**src/rtl/mem_port_arbiter.sv**
```systemverilog
// mem_port_arbiter: shares mainMem port a among requesters a, b and c.
// Round-robin or fixed-priority selection, registered issue stage to memory,
// registered one-cycle response back to the winner, saturating grant counters.

package mem_port_arbiter_pkg;
  typedef struct packed {
    logic [31:0] addr;
    logic [31:0] wr_data;
    logic        MemWrite;
    logic        MemRead;
    logic        valid;
  } memReqStruct;

  typedef struct packed {
    logic [31:0] rd_data;
    logic        MemRead;
    logic        MemWrite;
    logic        valid;
  } memRespStruct;
endpackage

module mem_port_arbiter
  import mem_port_arbiter_pkg::*;
#(
  parameter int unsigned FIXED_PRIO = 0,
  parameter int unsigned CNT_W      = 16
) (
  input  logic               clk,
  input  logic               reset,
  input  memReqStruct        req_a,
  input  memReqStruct        req_b,
  input  memReqStruct        req_c,
  output logic               gnt_a,
  output logic               gnt_b,
  output logic               gnt_c,
  output memRespStruct       resp_a,
  output memRespStruct       resp_b,
  output memRespStruct       resp_c,
  output memReqStruct        mem_req,
  input  memRespStruct       mem_resp,
  output logic [2:0]         illegal_sticky,
  output logic [CNT_W-1:0]   gnt_cnt_a,
  output logic [CNT_W-1:0]   gnt_cnt_b,
  output logic [CNT_W-1:0]   gnt_cnt_c
);

  typedef enum logic [1:0] {
    SEL_A = 2'd0,
    SEL_B = 2'd1,
    SEL_C = 2'd2
  } sel_e;

  typedef struct packed {
    memReqStruct req;
    sel_e        id;
    logic        illegal;
    logic        occ;
  } iss_t;

  sel_e                   last_q, last_d;
  iss_t                   iss_q, iss_d;
  memRespStruct [2:0]     resp_q, resp_d;
  logic [2:0]             sticky_q, sticky_d;
  logic [CNT_W-1:0]       cnt_a_q, cnt_a_d;
  logic [CNT_W-1:0]       cnt_b_q, cnt_b_d;
  logic [CNT_W-1:0]       cnt_c_q, cnt_c_d;

  logic [2:0]             vld;
  sel_e                   win_id;
  logic                   grant;
  logic [2:0]             win_oh;
  logic [2:0]             gnt_vec;
  memReqStruct            win_req;
  logic                   win_illegal;
  logic [2:0]             iss_oh;
  memRespStruct           rsp;

  function automatic logic [CNT_W-1:0] sat_inc(input logic [CNT_W-1:0] c, input logic g);
    return (g && (c != '1)) ? c + CNT_W'(1) : c;
  endfunction

  // Pick the winner: fixed a > b > c, or round-robin starting after last_q.
  always_comb begin
    vld    = {req_c.valid, req_b.valid, req_a.valid};
    win_id = SEL_A;
    if (FIXED_PRIO != 0) begin
      if (vld[0])      win_id = SEL_A;
      else if (vld[1]) win_id = SEL_B;
      else             win_id = SEL_C;
    end else begin
      case (last_q)
        SEL_A: begin
          if (vld[1])      win_id = SEL_B;
          else if (vld[2]) win_id = SEL_C;
          else             win_id = SEL_A;
        end
        SEL_B: begin
          if (vld[2])      win_id = SEL_C;
          else if (vld[0]) win_id = SEL_A;
          else             win_id = SEL_B;
        end
        default: begin
          if (vld[0])      win_id = SEL_A;
          else if (vld[1]) win_id = SEL_B;
          else             win_id = SEL_C;
        end
      endcase
    end
    // Grants are held off while reset is asserted.
    grant   = (|vld) && reset;
    win_oh  = 3'b001 << win_id;
    gnt_vec = grant ? win_oh : 3'b000;
    case (win_id)
      SEL_A:   win_req = req_a;
      SEL_B:   win_req = req_b;
      default: win_req = req_c;
    endcase
    win_illegal = win_req.MemRead && win_req.MemWrite;
  end

  assign gnt_a = gnt_vec[0];
  assign gnt_b = gnt_vec[1];
  assign gnt_c = gnt_vec[2];

  // Next-state for issue stage, response stage, pointer, sticky flags, counters.
  always_comb begin
    iss_d = '0;
    if (grant) begin
      iss_d.req       = win_req;
      iss_d.req.valid = !win_illegal;
      iss_d.id        = win_id;
      iss_d.illegal   = win_illegal;
      iss_d.occ       = 1'b1;
    end

    // An illegal access still answers, but with zero data since memory never saw it.
    rsp         = '0;
    rsp.rd_data = iss_q.illegal ? 32'h0 : mem_resp.rd_data;
    rsp.MemRead = iss_q.req.MemRead;
    rsp.MemWrite = iss_q.req.MemWrite;
    rsp.valid   = 1'b1;
    iss_oh      = iss_q.occ ? (3'b001 << iss_q.id) : 3'b000;
    resp_d      = '0;
    resp_d[0]   = iss_oh[0] ? rsp : '0;
    resp_d[1]   = iss_oh[1] ? rsp : '0;
    resp_d[2]   = iss_oh[2] ? rsp : '0;

    last_d   = grant ? win_id : last_q;
    sticky_d = sticky_q | ((grant && win_illegal) ? win_oh : 3'b000);
    cnt_a_d  = sat_inc(cnt_a_q, gnt_vec[0]);
    cnt_b_d  = sat_inc(cnt_b_q, gnt_vec[1]);
    cnt_c_d  = sat_inc(cnt_c_q, gnt_vec[2]);
  end

  // State registers with asynchronous active-low clear.
  always_ff @(posedge clk or negedge reset) begin
    if (!reset) begin
      last_q   <= SEL_C;
      iss_q    <= '0;
      resp_q   <= '0;
      sticky_q <= '0;
      cnt_a_q  <= '0;
      cnt_b_q  <= '0;
      cnt_c_q  <= '0;
    end else begin
      last_q   <= last_d;
      iss_q    <= iss_d;
      resp_q   <= resp_d;
      sticky_q <= sticky_d;
      cnt_a_q  <= cnt_a_d;
      cnt_b_q  <= cnt_b_d;
      cnt_c_q  <= cnt_c_d;
    end
  end

  assign mem_req        = iss_q.req;
  assign resp_a         = resp_q[0];
  assign resp_b         = resp_q[1];
  assign resp_c         = resp_q[2];
  assign illegal_sticky = sticky_q;
  assign gnt_cnt_a      = cnt_a_q;
  assign gnt_cnt_b      = cnt_b_q;
  assign gnt_cnt_c      = cnt_c_q;

endmodule

```
**config.mk**
```make
export PLATFORM = sky130hd
export DESIGN_NAME = mem_port_arbiter
export DESIGN_NICKNAME = d
export VERILOG_FILES = /design/src/rtl/mem_port_arbiter.sv
export SDC_FILE = /design/constraint.sdc
export NUM_CORES = 1
export LEC_CHECK = 0
export CORE_AREA = 2 2 178 180
export CTS_CLUSTER_SIZE = 8
export DETAILED_ROUTE_END_ITERATION = 8
export DIE_AREA = 0 0 180 182
export PLACE_DENSITY = 0.74
export SETUP_SLACK_MARGIN = 0.05
export SYNTH_ARGS = -nofsm -noshare
export SYNTH_HDL_FRONTEND = slang
export SYNTH_SLANG_ARGS = --single-unit
```
**constraint.sdc**
```tcl
create_clock -name clk -period 2.15 [get_ports clk]
set_input_delay 0.3225 -clock clk [delete_from_list [all_inputs] [get_ports clk]]
set_output_delay 0.3225 -clock clk [all_outputs]
set_load 0.01 [all_outputs]
```
* Word-level counts from Yosys, hierarchy flattened
Index checks and enable logic that the tools add are counted.
Storage, ports and cells: register bits 229, output and inout bits 226, logic and storage cells 62
Cells by class: add/sub/neg operators 3, eq/ne operators 5, shift-type cells 2, multiplexer cells 16, bitwise operators 1, reduce and logical (&&, ||, !) cells 10
Operators by type and width (number):
- case mux 67 bit (2 select lines) | 1
- two-way mux 35 bit | 3
- two-way mux 71 bit | 1
- adder 16 x 1 -> 16 bit, second input constant | 3
- != test 16 bit, second input constant | 3
- two-way mux 32 bit | 1
- two-way mux 2 bit | 5
- two-way mux 3 bit | 3
- logical AND 1 bit | 6
- left shift 1 x 2 -> 3 bit, first input constant | 2
- == test 2 x 1 -> 1 bit, second input constant | 2
- zero test 2 bit | 2
- case mux 2 bit (2 select lines) | 1
- bitwise OR 3 bit | 1
- OR reduction 3 bit | 1
- zero test 1 bit | 1
- two-way mux 1 bit | 1

* Depth between registers and ports, before layout
Gate-level depths: netlist of the first run.
depth in word-level cells 9, depth in mapped cells 8

* Least setup slack after synthesis of the first run
No wires, ideal clock.
kind reg2reg, start reg cnt_a_q[0] (netlist: gnt_cnt_a[0]), end reg cnt_a_q[1] (netlist: gnt_cnt_a[1]), library setup time 125 ps, data arrival time 1856 ps, required time 2025 ps, slack 169 ps, cell stages (with the launch flop) 6, buffers on the path 0, period minus slack after synthesis 1981 ps, path through dfrtp_1 ha_1 nand4_1 or4_1 nand2_1 mux2_2
On the way: word-level cells in the longest chain between the ends 2
RTL lines:
- start, declared | RTL line 64 | logic [CNT_W-1:0] cnt_a_q, cnt_a_d;
- start signal, assigned | RTL line 170 | cnt_a_q <= cnt_a_d;
- parallel branches: the longest is 2 deep, another holds adder 16 x 1 -> 16 bit
Parallel ways; which one is timed is not known. A chain may end at the register's enable or synchronous reset.

==> results of run 1 <==
## worst min path at each step
| stage | slack (ns) | cells past startpoint | from | endpoint |
|---|---|---|---|---|
| final | 0.10 | 3 | reset | gnt_cnt_c[15] |
| after global routing | 0.13 | 3 | reset | gnt_cnt_c[9] |
| after floorplan | 0.03 | 0 | reset | gnt_cnt_a[0] |
| after detailed placement | 0.14 | 1 | reset | gnt_cnt_c[5] |
| after CTS | 0.29 | 2 | reset | gnt_cnt_c[0] |
| after global placement | 0.14 | 1 | reset | gnt_cnt_c[1] |
## per-layer routing
layer | wire (µm) | track usage, % | vias up
met1 | 14300 | 24.9 | 4172
met3 | 2290 | 4.89 | 69
met2 | 17500 | 33.8 | 356
li1 | - | - | 3921
met5 | 0 | 0 | -
met4 | 910 | 6.05 | 0
## through the flow
stage,cells,setup slack (ns),TNS (ns),instance area (µm²),util (%)
2_1_floorplan,903,0.169,0,9520,-
3_3_place_gp,1728,-0.201,-4.39,14600,47.2
3_5_place_dp,1728,-0.243,-7.39,14600,47.2
4_1_cts,1775,0.0535,0,15600,50.3
5_1_grt,1781,0.00876,0,15700,50.8
6_report,1781,0.105,0,15700,50.8
## cells in the final DEF (no fill, tap or decap), types with 3 or more instances in the layout
cell | synthesis | routed
a211oi_1 | 3 | 3
a21o_1 | 4 | 3
a21oi_1 | 77 | 76
a22oi_1 | 64 | 62
and3_1 | 9 | 9
buf_12 | 0 | 8
buf_2 | 4 | 3
buf_4 | 67 | 71
clkbuf_1 | 31 | 7
clkbuf_16 | 0 | 36
clkdlybuf4s50_1 | 0 | 456
dfrtp_1 | 228 | 227
inv_1 | 18 | 18
mux2_2 | 4 | 4
nand2_1 | 92 | 91
nand2b_1 | 36 | 34
nand3_1 | 18 | 17
nand3b_1 | 4 | 4
nand4_1 | 11 | 11
nor2_1 | 119 | 119
nor2b_1 | 3 | 3
nor3_1 | 9 | 8
nor4_1 | 6 | 6
o21ai_0 | 5 | 4
xnor2_1 | 22 | 22
xor2_1 | 17 | 17
## tightest hold or removal path, cell delays in order
cell,delay [ns]
dlymetal6s4s_1,0.23
buf_8,0.16
buf_4,0.26
## kinds of logic after synthesis
logic type	count (synthesis)
xor+xnor	39
compound gates	171
mux	6
flops	229
simple gates	323
fa+ha+maj	3
buf+inv	132
## cell type report
type / count / area [µm²] / area share, %
repair buffers: 544 / 5370 / 34.1
multi-input cells: 543 / 3120 / 19.8
inverters: 18 / 67.6 / 0.429
clock buffers: 42 / 891 / 5.66
clock inverters: 3 / 56.3 / 0.358
flip-flops and latches: 229 / 5730 / 36.4
well taps: 402 / 503 / 3.19
## synth_stat cells, types with 3 or more instances
library cell    n  share of area (%)
mux2_2          4               0.47
buf_4          67                5.3
a22oi_1        64                5.0
xnor2_1        22                2.0
a211oi_1        3               0.24
nand2b_1       36                2.4
nand2_1        92                3.6
a21oi_1        77                4.0
a21o_1          4               0.32
clkbuf_1       31                1.2
and3_1          9               0.59
buf_2           4               0.21
xor2_1         17                1.6
o21ai_0         5               0.26
nand3b_1        4               0.32
nor2_1        119                4.7
nand3_1        18               0.95
ha_1            3               0.39
nor2b_1         3               0.20
inv_1          18               0.71
nand4_1        11               0.72
nor4_1          6               0.39
dfrtp_1       228                 60
buf_1          11               0.43
nor3_1          9               0.47
## power by group through the flow
stage	combinational [mW]	clock, mW	sequential (mW)
6_report	3.12	4.80	5.02
5_1_grt	3.34	5.12	5.06
4_1_cts	3.02	4.94	5.02
3_5_place_dp	2.99	0	5.09
3_3_place_gp	2.96	0	5.08
2_1_floorplan	1.18	0	5.12
## state kept, by name (all words and copies together), names as in the netlist
| name | flops |
|---|---|
| gnt_cnt_c | 16 |
| last_q | 2 |
| resp_a | 35 |
| resp_c | 35 |
| illegal_sticky | 3 |
| iss_q | 4 |
| mem_req | 67 |
| gnt_cnt_b | 16 |
| resp_b | 35 |
| gnt_cnt_a | 16 |
## what timing repair did
item | in CTS | in global routing
resized for setup | 15 | 14
gates cloned | 0 | 3
endpoints found under the setup margin | 3 | 119
hold buffers | 1 | 1
buffers inserted | 1 | 2
hold endpoints to repair | 45 | 4
pin swaps | 0 | 1
==> summary.txt, run 1 <==
Synth
  • Prevailing post-synth register cell: dfrtp_1
  • Largest family of logic cells by synthesized area: simple AND/OR/NAND/NOR gates
  • Mux share of post-synthesis cell area: 0.683%
  • Post-synthesis compound-gate area fraction: a little under an eighth
  • Post-synthesis xor/xnor area fraction: 3.59%
  • Register bit total from synthesis: 229
  • Syn Nets: 1144
  • Mean Syn Cell Area: 10.5 µm²
  • Post-Synth Simple-Gate Area: 15.7%
  • Post-synth ARST share: 100%
  • Synth Warn #: 0
  • Synthesized cell area: 9520 µm²
  • Netlist cell types: 53
  • Post-Synthesis Cells: 903
  • Register area share after synthesis: 60.2%
  • Number of synthesized flops with an enable pin: 0
  • Post-Synth Adder-Cell Area: 0.394%

Clock tree
  • H-Tree Depth: 2
  • Clock Sinks: 229
  • Root buf cell: clkbuf_16
  • CTS tree: yes
  • Total CTS buffers: 34
  • Reg clk slew, reported paths: 0.05 ns
  • Max clock buf depth: 3
  • Worst-Skew Late Latency: 0.51 ns

Drt
  • Final WL: 35000 µm
  • DR WL/cell: 19.7 µm
  • Drt pass-1 iters: 6
  • DR vias: 8518
  • Starting DRT DRC Count: approximately 560
  • Final ANT Viol Nets: 0
  • Via-to-Cell Ratio: between 4 and 5
  • Remaining DRCs: 0

STA
  • Endpoints failing setup: 0
  • Final Hold Fails: 0
  • Max-slew violation count: 0
  • Period Utilization, post-route: 95.1%
  • Fin crit period: 2.05 ns
  • Slew HR: 54.2%
  • Clk_skew: around 0.013 ns
  • RSZ-0062 raised after global routing: yes
  • Worst-margin pin slew: 0.687 ns
  • Max Fclk: 489 MHz
  • Worst hold slack: 0.104 ns

Worst setup path
  • RR Endpoint: mem_req[10]
  • CP endpoint: mem_req[10]
  • CP Buf/Inv Count: 3
  • CP startpoint: last_q[1]
  • Max FO, Critical Path: 9
  • Worst path max stage delay: 0.53 ns
  • Slowest cell on the critical path: dfstp_2
  • Crit path launch type: flip-flop
  • R2R Setup Slk: 0.10 ns
  • Worst EP required: 2.52 ns
  • Critical path's top delay family: compound AO/OA/AOI/OAI gates
  • CP Capture Type: flip-flop
  • WP depth: 7
  • CP arrival: around 2.4 ns
  • R2r startpoint: last_q[1]
  • CP Cell Sequence: buf_4, buf_4, nor2_1, a22o_2, clkbuf_16, a22oi_1, a21oi_1
  • R2R depth: 7
  • Crit path kind: reg2reg
  • Most numerous cell on the critical path: buf_4

Run
  • MaxCap Viol Count: 0

GRT
  • Global route overflow: 0
  • Largest net degree at the start of global routing: ~70
  • Initial antenna violation count: 0
  • Global-route wire length before repair: 50700 µm
  • Vias in the first global route: approximately 8700
  • Gr usage total: 19.8%

Die
  • # rows: 65
  • I/O Pins: 464
  • Initial Util: 30.7%
  • Die Ht: 182 µm
  • Core box area: about 31000 µm²
  • Die footprint: 32800 µm²
  • Die X: 180 µm

Power and ir drop
  • Clock network fraction of design power: around 37%
  • Leak Pwr: 6.93 nW
  • Pwr Total: around 13 mW
  • Sequential Power Share: 38.8%
  • Combinational fraction of design power: 24.1%
  • Switching power total: 3.61 mW
  • Power Density: ~820 nW/µm²
  • Int Power: 9.34 mW
  • Worst vdd ir: 0.631 mV
  • Sw Share: roughly 28%

Outcome
  • Outcome: finished clean

Layout
  • Syn-to-layout area delta: 65.3%
  • Fillers: 2699
  • # diodes: 0
  • Share of cells above drive strength 1: 11.0%
  • Fin nets: 1611

Placed design
  • Post-DP HPWL: 25200 µm
  • GP Congestion: 0.841
  • Buffers on Ports: 460

Worst hold path
  • Hold Path Class: in2async
(Power assumes the default switching activity.)
==> inputs of run 2 (changes only) <==
--- a/config.mk
+++ b/config.mk
@@ -9,8 +9,10 @@
 export CTS_CLUSTER_SIZE = 8
 export DETAILED_ROUTE_END_ITERATION = 8
 export DIE_AREA = 0 0 180 182
+export HOLD_SLACK_MARGIN = 0.08
 export PLACE_DENSITY = 0.74
 export SETUP_SLACK_MARGIN = 0.05
+export SLEW_MARGIN = 40
 export SYNTH_ARGS = -nofsm -noshare
 export SYNTH_HDL_FRONTEND = slang
 export SYNTH_SLANG_ARGS = --single-unit
==> run 2 against run 1 <==
Compared with the run above:
- utilization up 0.11 points
- largest cell class unchanged
- highest routed layer unchanged
- register-to-register slack about the same
- cell area up 0.21%
- sequential power about the same
- clock power about the same
- fmax up 0.42%
- global-route usage about the same
==> summary.txt, run 2 (synthesis results as in run 1) <==
Worst setup path
  • CP Buf/Inv Count: 1
  • Max FO, Critical Path: 4
  • Crit path kind: reg2reg
  • Crit path launch type: flip-flop
  • Critical path's top delay family: simple AND/OR/NAND/NOR gates
  • Slowest cell on the critical path: or4_4
  • CP arrival: about 2.4 ns
  • Worst path max stage delay: 0.56 ns
  • CP Capture Type: flip-flop
  • Worst EP required: 2.54 ns
  • CP Cell Sequence: ha_2, nand4_1, or4_4, nand2_1, buf_4, mux2_2

Clock tree
  • Worst-Skew Late Latency: 0.51 ns
  • Total CTS buffers: 34
  • H-Tree Depth: 2
  • Reg clk slew, reported paths: ~0.050 ns
  • Max clock buf depth: 3
  • Clock Sinks: 229
  • Root buf cell: clkbuf_16
  • CTS tree: yes

Power and ir drop
  • Worst vdd ir: 0.633 mV
  • Leak Pwr: between 6 and 7 nW
  • Power Density: roughly 820 nW/µm²

Layout
  • Syn-to-layout area delta: 65.7%
  • Max FFs per register: 67
  • Fin nets: 1615
  • Fin util: 50.9%
  • Most common cell after layout, fill and taps aside: clkdlybuf4s50_1
  • Fin area: between 15000 and 20000 µm²
  • Commonest non-fill, non-tap cells in the layout: 456 x clkdlybuf4s50_1, 227 x dfrtp_1, 119 x nor2_1
  • # diodes: 0
  • Share of cells above drive strength 1: 11.4%
  • Fillers: about 2700

STA
  • Max-slew violation count: 0
  • Fin crit period: ~2.0 ns
  • RSZ-0062 raised after global routing: yes
  • Slew HR: 54.2%
  • Worst-margin pin slew: between 0.6 and 0.7 ns
  • Final Hold Fails: 0
  • Period Utilization, post-route: 94.7%
  • Endpoints failing setup: 0
  • Clk_skew: 0.0108 ns
  • Max Fclk: 491 MHz

Placed design
  • Post-DP HPWL: around 25000 µm
  • Buffers on Ports: 460
  • GP Congestion: between 0.8 and 0.9
  • Post-DP Area: 14600 µm²

Worst hold path
  • Hold Path Class: in2async

GRT
  • Global-route wire length before repair: 50600 µm
  • Vias in the first global route: 8661
  • Gr usage total: 19.8%
  • Global route overflow: 0
  • Largest net degree at the start of global routing: 71
  • Initial antenna violation count: 0

Drt
  • Starting DRT DRC Count: between 500 and 600
  • Drt pass-1 iters: 5
  • Via-to-Cell Ratio: 4.78
  • DR WL/cell: 19.4 µm
  • Remaining DRCs: 0
  • DR vias: approximately 8500
  • Final ANT Viol Nets: 0
  • Final WL: 34700 µm

Run
  • MaxCap Viol Count: 0

Die
  • Die X: ~180 µm
  • Initial Util: 30.7%
  • Core box area: 31000 µm²
  • Die footprint: 32800 µm²
  • Die Ht: 182 µm
  • I/O Pins: ~460
  • # rows: between 60 and 70

Outcome
  • Outcome: finished clean
-- run 2: cell types whose count changed in the layout (fill, tap and decap cells not counted) --
cell	delta
nor3_4	-1
buf_6	+2
nor3_2	+1
a22oi_1	-3
a22oi_2	+3
nand2b_2	-1
buf_4	+3
dlymetal6s4s_1	-1
nor3b_2	-1
nor3b_1	+1
nand2b_1	+1
-- run 2: report_power, final --
part           total (mW)  switching [mW]  internal (mW)
Combinational        3.14            1.40           1.73
Clock                4.80            1.89           2.91
Sequential           5.02           0.308           4.71
Total                13.0            3.60           9.36
-- run 2: final timing paths --
check                                   from           endpoint  slack, ns  cells past startpoint
max in group asynchronous              reset        mem_req[65]       0.50                      4
hold / removal                         reset       gnt_cnt_c[1]       0.28                      2
setup reg to reg                gnt_cnt_a[1]       gnt_cnt_a[1]       0.11                      6
hold reg to reg            illegal_sticky[0]  illegal_sticky[0]       0.46                      1
min in group clk                   req_a[55]        mem_req[55]       0.36                      3
setup / recovery                gnt_cnt_a[1]       gnt_cnt_a[1]       0.11                      6
-- run 2: area by class of cell --
| type | count | area [µm²] | area share [%] |
|---|---|---|---|
| flip-flops and latches | 229 | 5730 | 36.3 |
| clock buffers | 42 | 891 | 5.65 |
| multi-input cells | 543 | 3120 | 19.8 |
| clock inverters | 3 | 56.3 | 0.357 |
| repair buffers | 548 | 5400 | 34.2 |
| well taps | 402 | 503 | 3.19 |
| inverters | 18 | 67.6 | 0.428 |
-- run 2: what timing repair did --
| action | CTS | global route |
|---|---|---|
| gates resized for setup | 15 | 14 |
| buffers inserted | 1 | 7 |
| cloned | 0 | 3 |
| hold buffers | 1 | 0 |
| pin swaps | 0 | 1 |
| hold endpoints to repair | 45 | 0 |
| endpoints found under the setup margin | 3 | 49 |
-- run 2: metrics by stage --
stage	total power, mW	setup WS, ns	hold slack (ns)	cells	setup TNS, ns
after floorplan	6.31	0.169	0.0269	903	0
after global placement	8.03	-0.201	0.139	1728	-4.39
after detailed placement	8.08	-0.243	0.138	1728	-7.39
after CTS	13.0	0.0523	0.287	1775	0
after global routing	13.5	0.0272	0.294	1785	0
final	13.0	0.113	0.278	1785	0
-- run 2: layer usage --
metal	share of wire [%]	track usage [%]	routed length, µm
met3	6.5	4.89	2250
met4	2.8	6.05	957
met2	50	33.7	17300
met1	41	24.9	14200
met5	0	0	0
